## src/rtl/dds_pkg.sv

```systemverilog
// dds_pkg: shared constants, FSM state type and helpers for the DDS wave engine
package dds_pkg;
    localparam logic [1:0] REG_FREQ     = 2'd0;
    localparam logic [1:0] REG_PHASE    = 2'd1;
    localparam logic [1:0] REG_WAVE_AMP = 2'd2;
    localparam logic [1:0] REG_CONTROL  = 2'd3;
    localparam int CTRL_ENABLE    = 0;
    localparam int CTRL_PHASE_CLR = 1;
    localparam int CTRL_OVR_CLR   = 2;
    localparam int AMP_UNITY = 256;
    localparam int WAVE_SINE   = 0;
    localparam int WAVE_SQUARE = 1;
    localparam int WAVE_TRI    = 2;
    localparam int WAVE_SAW    = 3;
    typedef enum logic [1:0] {IDLE, ISSUE, DRAIN} state_t;
    function automatic logic [8:0] sat_amp(input logic [8:0] a);
        return (a > 9'(AMP_UNITY)) ? 9'(AMP_UNITY) : a;
    endfunction
endpackage

```

## src/rtl/dds_wave_rom.sv

```systemverilog
// dds_wave_rom: single-port synchronous waveform ROM, one-cycle registered read
module dds_wave_rom
    import dds_pkg::*;
#(
    parameter int DEPTH_W = 12,
    parameter int DATA_W = 8,
    parameter int TABLE_W = 9,
    parameter string INIT_FILE = "wave.mi"
) (
    input  logic               clk,
    input  logic               ce,
    input  logic [DEPTH_W-1:0] addr,
    output logic [DATA_W-1:0]  q
);
    localparam int SW = DEPTH_W - TABLE_W;
    localparam logic [DATA_W-1:0] MID = {1'b1, {(DATA_W-1){1'b0}}};
    // The named image's tables are generated in logic; an empty name selects a linear ramp image
    localparam bit RAMP = (INIT_FILE == "");

    function automatic logic [DATA_W-1:0] word(input logic [DEPTH_W-1:0] a);
        logic [SW-1:0] w;
        logic [DATA_W-1:0] f, g, gi, h;
        logic [2*DATA_W-1:0] p;
        w = a[DEPTH_W-1:TABLE_W];
        f = DATA_W'({a[TABLE_W-1:0], {DATA_W{1'b0}}} >> TABLE_W);
        g = f << 1;
        gi = ~g;
        p = {{DATA_W{1'b0}}, g} * {{DATA_W{1'b0}}, gi};
        h = DATA_W'(p >> (DATA_W - 1));
        return RAMP ? a[DATA_W-1:0]
             : w == SW'(WAVE_SINE)   ? (f[DATA_W-1] ? MID - h : MID + h)
             : w == SW'(WAVE_SQUARE) ? (f[DATA_W-1] ? '0 : '1)
             : w == SW'(WAVE_TRI)    ? (f[DATA_W-1] ? gi : g)
             : w == SW'(WAVE_SAW)    ? f
             : MID;
    endfunction

    // Registered read, updated only when enabled
    always_ff @(posedge clk)
        if (ce) q <= word(addr);
endmodule

```

## src/rtl/dds_wave_engine.sv

```systemverilog
// dds_wave_engine: multi-channel DDS core sharing one waveform ROM round-robin
module dds_wave_engine
    import dds_pkg::*;
#(
    parameter int CHANNELS = 2,
    parameter int PHASE_W = 32,
    parameter int ADDR_W = 9,
    parameter int WAVE_SEL_W = 3,
    parameter int DATA_W = 8,
    parameter string INIT_FILE = "wave.mi"
) (
    input  logic                       clk,
    input  logic                       reset,
    input  logic                       sample_en,
    input  logic                       cfg_valid,
    output logic                       cfg_ready,
    input  logic [2:0]                 cfg_chan,
    input  logic [1:0]                 cfg_addr,
    input  logic [31:0]                cfg_data,
    output logic [CHANNELS*DATA_W-1:0] dout,
    output logic                       dout_valid,
    output logic                       overrun
);
    localparam int IDX_W = CHANNELS > 1 ? $clog2(CHANNELS) : 1;
    localparam int PW = DATA_W + 11;
    localparam logic [DATA_W-1:0] MID = {1'b1, {(DATA_W-1){1'b0}}};

    state_t state, state_nx;
    logic [IDX_W-1:0] idx;
    logic dcnt, rom_ce, drain_done, commit, cfg_fire, unused_cfg;
    logic [PHASE_W-1:0] sh_freq [CHANNELS], sh_phase [CHANNELS], nx_freq [CHANNELS], nx_phase [CHANNELS];
    logic [PHASE_W-1:0] freq [CHANNELS], phase [CHANNELS], acc [CHANNELS];
    logic [WAVE_SEL_W-1:0] sh_wave [CHANNELS], nx_wave [CHANNELS], wave [CHANNELS];
    logic [8:0] sh_amp [CHANNELS], nx_amp [CHANNELS], amp [CHANNELS];
    logic [CHANNELS-1:0] sh_en, nx_en, en, sh_clr, nx_clr;
    logic [PHASE_W-1:0] sum;
    logic [WAVE_SEL_W+ADDR_W-1:0] rom_addr;
    logic [DATA_W-1:0] rom_q, lane_nx;
    logic [DATA_W-1:0] lane [CHANNELS];
    logic s1_vld, s1_en;
    logic [IDX_W-1:0] s1_idx;
    logic [8:0] s1_amp;
    logic signed [DATA_W:0] s;
    logic signed [PW-1:0] prod;

    assign unused_cfg = ^cfg_data;
    assign cfg_fire = cfg_valid && cfg_ready;
    assign commit = sample_en && cfg_ready;

    // Shadow values as they stand after this cycle's config write
    for (genvar c = 0; c < CHANNELS; c++) begin : g_cfg
        logic wr;
        assign wr = cfg_fire && cfg_chan == 3'(c);
        assign nx_freq[c]  = (wr && cfg_addr == REG_FREQ) ? cfg_data[PHASE_W-1:0] : sh_freq[c];
        assign nx_phase[c] = (wr && cfg_addr == REG_PHASE) ? cfg_data[PHASE_W-1:0] : sh_phase[c];
        assign nx_wave[c]  = (wr && cfg_addr == REG_WAVE_AMP) ? cfg_data[WAVE_SEL_W-1:0] : sh_wave[c];
        assign nx_amp[c]   = (wr && cfg_addr == REG_WAVE_AMP) ? sat_amp(cfg_data[16:8]) : sh_amp[c];
        assign nx_en[c]    = (wr && cfg_addr == REG_CONTROL) ? cfg_data[CTRL_ENABLE] : sh_en[c];
        assign nx_clr[c]   = (wr && cfg_addr == REG_CONTROL && cfg_data[CTRL_PHASE_CLR]) || sh_clr[c];
    end

    // Shadow registers; pending phase-clears are consumed by the commit
    always_ff @(posedge clk or posedge reset)
        if (reset) begin
            sh_freq  <= '{default: '0};
            sh_phase <= '{default: '0};
            sh_wave  <= '{default: '0};
            sh_amp   <= '{default: 9'(AMP_UNITY)};
            sh_en    <= '0;
            sh_clr   <= '0;
        end else begin
            sh_freq  <= nx_freq;
            sh_phase <= nx_phase;
            sh_wave  <= nx_wave;
            sh_amp   <= nx_amp;
            sh_en    <= nx_en;
            sh_clr   <= commit ? '0 : nx_clr;
        end

    // Active settings change only at a sample commit, so one sample never mixes configs
    always_ff @(posedge clk or posedge reset)
        if (reset) begin
            freq  <= '{default: '0};
            phase <= '{default: '0};
            wave  <= '{default: '0};
            amp   <= '{default: 9'(AMP_UNITY)};
            en    <= '0;
        end else if (commit) begin
            freq  <= nx_freq;
            phase <= nx_phase;
            wave  <= nx_wave;
            amp   <= nx_amp;
            en    <= nx_en;
        end

    // Accumulators: cleared at commit on request, advanced once per sample as their channel issues
    always_ff @(posedge clk or posedge reset)
        if (reset) acc <= '{default: '0};
        else if (commit) begin
            for (int i = 0; i < CHANNELS; i++)
                if (nx_clr[i]) acc[i] <= '0;
        end else if (state == ISSUE) acc[idx] <= acc[idx] + freq[idx];

    assign sum = acc[idx] + phase[idx];
    assign rom_addr = {wave[idx], ADDR_W'(sum >> (PHASE_W - ADDR_W))};

    dds_wave_rom #(
        .DEPTH_W(WAVE_SEL_W + ADDR_W),
        .DATA_W(DATA_W),
        .TABLE_W(ADDR_W),
        .INIT_FILE(INIT_FILE)
    ) u_rom (
        .clk(clk),
        .ce(rom_ce),
        .addr(rom_addr),
        .q(rom_q)
    );

    // Channel context travelling alongside the ROM read
    always_ff @(posedge clk or posedge reset)
        if (reset) begin
            s1_vld <= 1'b0;
            s1_idx <= '0;
            s1_en  <= 1'b0;
            s1_amp <= '0;
        end else begin
            s1_vld <= rom_ce;
            s1_idx <= idx;
            s1_en  <= en[idx];
            s1_amp <= amp[idx];
        end

    assign s = $signed({1'b0, rom_q}) - $signed({1'b0, MID});
    assign prod = PW'(s) * PW'($signed({1'b0, s1_amp}));
    assign lane_nx = s1_en ? MID + DATA_W'(prod >>> 8) : MID;

    // Scaled samples collect per lane until every channel of the sample is ready
    always_ff @(posedge clk or posedge reset)
        if (reset) lane <= '{default: MID};
        else if (s1_vld) lane[s1_idx] <= lane_nx;

    // All lanes are published together with a one-cycle valid pulse
    always_ff @(posedge clk or posedge reset)
        if (reset) begin
            dout       <= {CHANNELS{MID}};
            dout_valid <= 1'b0;
        end else begin
            dout_valid <= drain_done;
            if (drain_done)
                for (int i = 0; i < CHANNELS; i++) dout[i*DATA_W +: DATA_W] <= lane[i];
        end

    // Sticky overrun; a late tick beats a same-cycle clear
    always_ff @(posedge clk or posedge reset)
        if (reset) overrun <= 1'b0;
        else if (sample_en && state != IDLE) overrun <= 1'b1;
        else if (cfg_fire && cfg_addr == REG_CONTROL && cfg_data[CTRL_OVR_CLR]) overrun <= 1'b0;

    // FSM state, issue index and drain counter
    always_ff @(posedge clk or posedge reset)
        if (reset) begin
            state <= IDLE;
            idx   <= '0;
            dcnt  <= 1'b0;
        end else begin
            state <= state_nx;
            idx   <= (state == ISSUE) ? idx + 1'b1 : '0;
            dcnt  <= (state == DRAIN) ? ~dcnt : 1'b0;
        end

    // Next state: issue every channel, then wait out the two pipeline stages
    always_comb
        state_nx = state == IDLE  ? (sample_en ? ISSUE : IDLE)
                 : state == ISSUE ? (idx == IDX_W'(CHANNELS - 1) ? DRAIN : ISSUE)
                 : (dcnt ? IDLE : DRAIN);

    // FSM outputs
    always_comb begin
        cfg_ready  = state == IDLE;
        rom_ce     = state == ISSUE;
        drain_done = state == DRAIN && dcnt;
    end
endmodule
```

## config.mk

```make
export PLATFORM = sky130hd
export DESIGN_NAME = dds_wave_engine
export DESIGN_NICKNAME = d
export VERILOG_FILES = /design/src/rtl/dds_pkg.sv /design/src/rtl/dds_wave_rom.sv /design/src/rtl/dds_wave_engine.sv
export SDC_FILE = /design/constraint.sdc
export NUM_CORES = 1
export LEC_CHECK = 0
export CORE_ASPECT_RATIO = 0.6
export CORE_MARGIN = 5
export CORE_UTILIZATION = 54
export DETAILED_ROUTE_END_ITERATION = 16
export PLACE_DENSITY = 0.68
export SLEW_MARGIN = 20
export SYNTH_ARGS = -nofsm -noshare
export SYNTH_HDL_FRONTEND = slang
export SYNTH_SLANG_ARGS = --single-unit
export TNS_END_PERCENT = 30
```

## constraint.sdc

```tcl
create_clock -name clk -period 38.1 [get_ports clk]
set_input_delay 7.62 -clock clk [delete_from_list [all_inputs] [get_ports clk]]
set_output_delay 7.62 -clock clk [all_outputs]
set_load 0.005 [all_outputs]
```

* Yosys cells after proc, flatten, opt, wreduce, memory -nomap -nowiden
Index checks and enable logic that the tools add are counted.
Storage, ports and cells: register bits 432
Operators by class: add/subtract/negate cells 7, multipliers 2, $lt $le $gt $ge 6, eq/ne operators 11, mux-type cells 56, bitwise gates (word level) 4, reductions and logical operators 31
Operators with widths (count):
- 2-to-1 mux 32 bit | 16
- 2-to-1 mux 64 bit | 2
- 2-to-1 mux 8 bit | 9
- adder 32 bit | 2
- bitwise mux 64 bit | 1
- 2-to-1 mux 9 bit | 6
- demux 32 bit (select 1 bit) | 1
- logical AND 1 bit | 20
- adder 8 bit (first input constant) | 2
- bitwise mux 16 bit | 1
- multiplier 9 x 10 -> 16 bit | 1
- 2-to-1 mux 3 bit | 5
- multiplier 7 x 8 -> 14 bit | 1
- 2-to-1 mux 2 bit | 5
- > comparator 9 bit (second input constant) | 1
- 2-to-1 mux 1 bit | 9
- subtractor 8 x 8 -> 9 bit (second input constant) | 1
- demux 8 bit (select 1 bit) | 1
- inverter 8 bit | 1
- subtractor 8 bit (first input constant) | 1
- == test 2 bit (second input constant) | 3
- == test 3 x 1 -> 1 bit (second input constant) | 2
- == test 3 x 2 -> 1 bit (second input constant) | 2
- logical NOT 3 bit | 2
- other kinds (12) | 22

* Logic depth before layout (Yosys ltp)
depth after elaboration 10, mapped depth 37, gate-level depth less buffers 32

* By module
Synthesis repeated with hierarchy kept, for this count alone.
Second synthesis, totals: cell total of the unflattened synthesis 2395, area total of the unflattened synthesis 24459.7 um^2
By module, submodules not included:
- dds_wave_engine | instances 1, cells an instance 2120, area each 22146.2 um^2
- dds_wave_rom | instances 1, cells an instance 275, area each 2313.5 um^2

* Worst setup path before layout
OpenSTA, ideal clock, no wires.
path type input to register, start in cfg_chan[2], end reg freq[0] in the netlist's numbering, setup time 117 ps, arrival time 8817 ps, path slack 29166 ps, stages 8, buffers on the path 1, cells stage by stage nor2_1 nand3_1 nor2_1 nand2_1 buf_1 mux2_2 nand2_1 nand2_1
RTL lines:
- start, declared | line dds_wave_engine.sv:17 | input logic [2:0] cfg_chan,
- end signal, assigned | line dds_wave_engine.sv:89 | freq <= nx_freq;
- end, declared | line dds_wave_engine.sv:32 | logic [PHASE_W-1:0] freq [CHANNELS], phase [CHANNELS], acc [CHANNELS];

* Final worst setup path
start in sample_en, end reg acc[63] in the netlist's numbering
On the way: cells in the longest elaborated chain, start to end 3, elaborated cells between the ends (all ways) 5, those cells by class eq/ne (1); mux (1); reduce/logical (3)
Ends and longest elaborated chain:
- start, declared | line dds_wave_engine.sv:14 | input logic sample_en,
- logical AND 1 bit * | line dds_wave_engine.sv:48 | assign commit = sample_en && cfg_ready;
- inequality test 2 x 1 -> 1 bit (no line) / nonzero test 2 bit (equally long branches)
- AND reduction 2 bit (no line)
- end signal, assigned by index | line dds_wave_engine.sv:102 | end else if (state == ISSUE) acc[idx] <= acc[idx] + freq[idx];
- end, declared | line dds_wave_engine.sv:32
Mark *: on every way between the ends. The rest lies on a longest branch, timed or not. A chain may end at the register's enable or synchronous reset.

==> reports/results.ini <==
[run_status]
status = completed

[clocking]
clock_latency_ns = 0.56
cts_hold_buf = 0
cts_resized = 0
clk_pin_slew_ns = 0.06
cts_tree = yes
cts_sinks = 432
post_cts_buffers = 0
htree_levels = 2
ctsRootBufferMaster = clkbuf_16
cts.path.max_buffers = 3
cts_made_buffers = 41

[cells_and_area]
multi_input_area_um2 = 11960
diodes = 0
final_area_um2 = 26160
layout-drive-gt1-share = 0.1670
regArea_um2 = 10860
area_delta_synth_final_pct = 10.94
nNetsFinal = 2524
fillers = 3542

[timing]
fin_tns_setup_ns = 0
max_freq_ghz = 0.09743
slew_viol_final = 0
fin_skew_ns = 0.02980
period_share = 0.2694
rsz0062_at_grt = no
slew_headroom = 0.2470
min_period_ns = 10.26
finalSetupViolations = 0
worst_slew_pin_slew_ns = 1.125
hold_viol = 0

[yosys]
avgSynthCellArea_um2 = 10.45
synthTopCellsByArea = dfrtp_1 (44%), mux2_2 (12%), nand2_1 (9.9%)
syn_nets = 2501
netlist_area_um2 = 23580
seq_area_frac_synth = 0.4606
synth_area_leader_cell = dfrtp_1
ys_warn_count = 0
synth_common_cells = nand2_1 (619), dfrtp_1 (416), mux2_2 (258)
ys_async_sr_fraction = 0.9815
yosys.cell_count.top_type = nand2_1
synth_edf_count = 8
ys.flop_type = dfrtp_1
yosys_register_bits = 432
syn_inst = 2256
synth_top_area_frac = 0.4415
yosysUniqueCellTypes = 69

[floorplanning]
fp.dieW_um = 279.8
ios = 60
core-area_um2 = 43260
rows = 59
die_y_um = 171.9
fp.dieArea_um2 = 48080
initial_core_util = 0.5451

[route]
ant_nets = 0
vias_per_cell = 5.599
finalWirelength_um = 53780
first_pass_iters = 5
drt_iter0_drc = 1261
post_drt_wl_per_cell_um = 18.60
vias = 16190
drc_errors = 0

[critical_path]
cp_common_cell = buf_4
path_max_fanout = 90
worstSetupStartpointType = input pin
critPathKind = input pin to flip-flop
worst-endpoint-required_ns = 38.51
crit_slowest_cell = buf_4
crit_chain = clkdlybuf4s50_1 -> and2_4 -> buf_4 -> a21oi_2 -> buf_4 -> a22o_1
slowest_delay_ns = 0.88
worstPathArrival_ns = 10.68
end_kind = flip-flop

[global_routing]
track_usage = 0.2288
grt-ovfl-total = 0
grt_pass1_wl_um = 89630
grt_pass1_vias = 16920
grt_max_degree = 116
antenna_found_initial = 1

[placed_design]
numPortBuffers = 59
globalplace.congestion = 0.8536
hpwl_um = 35820
placed_area_um2 = 24700

[run]
drv_cap = 0

[hold_path]
hold_class = flip-flop to flip-flop

## cell families (layout without fill, tap and decap cells)
family | after synthesis | in the layout | synth area share
AND/OR/NAND/NOR | 818 | 818 | 0.1453
flip-flops | 432 | 432 | 0.4606
AO/OA/AOI/OAI | 264 | 264 | 0.07896
multiplexers | 260 | 260 | 0.1241
buffers and inverters | 209 | 265 | 0.03375
adder cells (fa/ha/maj) | 204 | 204 | 0.1309
XOR/XNOR | 69 | 69 | 0.02653
## per-layer routing
layer	vias to the layer above	wire, um	global-route usage	share of wire
met1	8097	26930	0.3487	0.50
met3	83	2694	0.03846	0.050
met4	0	874	0.04489	0.016
li1	7617	-	-	-
met5	-	0	0	0
met2	390	23280	0.3515	0.43
## worst max-delay path, delay by kind of cell
kind | cells | cell delay (ns)
buffers and inverters | 3 | 1.80
AO/OA/AOI/OAI | 2 | 0.41
AND/OR/NAND/NOR | 1 | 0.67
## state kept, by name, summed over array words and instances, names as in the netlist, 2 cells and up
name and flops:
acc 64, freq 64, phase 64, sh_freq 64, sh_phase 64, amp 18
sh_amp 18, dout 16, lane 16, s1_amp 9, u_rom.q 8, sh_wave 6
wave 6, en 2, sh_clr 2, sh_en 2, state 2
## final cells by class
cell class                      instances  area share
Sequential cell                       432      0.4153
Clock inverter                         22    0.008849
Tap cell                              579     0.02769
Inverter                              109     0.01593
Multi-Input combinational cell       1615      0.4571
Timing Repair Buffer                   80     0.02966
Clock buffer                           54     0.04544
## cells in the final DEF (no fill, tap or decap), types with 18 or more instances in the layout
| cell type | instances |
|---|---|
| nand2_1 | 614 |
| dfrtp_1 | 415 |
| mux2_2 | 258 |
| ha_1 | 133 |
| inv_1 | 104 |
| fa_1 | 71 |
| nor2_1 | 68 |
| a22o_1 | 65 |
| a21oi_1 | 60 |
| clkdlybuf4s50_1 | 59 |
| xnor2_1 | 45 |
| clkbuf_16 | 44 |
| o21ai_0 | 41 |
| and2_1 | 36 |
| a21o_1 | 27 |
| xor2_1 | 22 |
| nor2b_1 | 19 |
| buf_4 | 18 |
## worst paths after layout
| check | from | to | slack, ns | cells past startpoint |
|---|---|---|---|---|
| worst min-delay path | lane[15]$_DFFE_PP1P_ | dout[7]$_DFFE_PP1P_ | 0.45 | 2 |
| worst max register to register | idx$_DFF_PP0_ | u_rom.q[6]$_DFFE_PP_ | 28.24 | 30 |
| worst max-delay path | sample_en | acc[63]$_DFFE_PP0P_ | 27.84 | 6 |
| max in group asynchronous | reset | phase[37]$_DFFE_PP0P_ | 28.99 | 3 |
| min in group asynchronous | reset | sh_freq[40]$_DFF_PP0_ | 7.63 | 2 |
| worst min register to register | lane[15]$_DFFE_PP1P_ | dout[7]$_DFFE_PP1P_ | 0.45 | 2 |
## metrics by stage
stage / hold slack (ns) / cells / utilization / worst slack (ns)
2_1_floorplan: 0.3548 / 2256 / - / 18.69
3_3_place_gp: 0.4429 / 2814 / 0.5709 / 27.38
3_5_place_dp: 0.4482 / 2814 / 0.5709 / 27.36
4_1_cts: 0.4572 / 2890 / 0.6038 / 27.90
5_1_grt: 0.4793 / 2891 / 0.6047 / 27.71
6_report: 0.4536 / 2891 / 0.6047 / 27.84
Power is not shown: default switching activity piles up to over one toggle a cycle in this logic, so the estimate is an artifact.
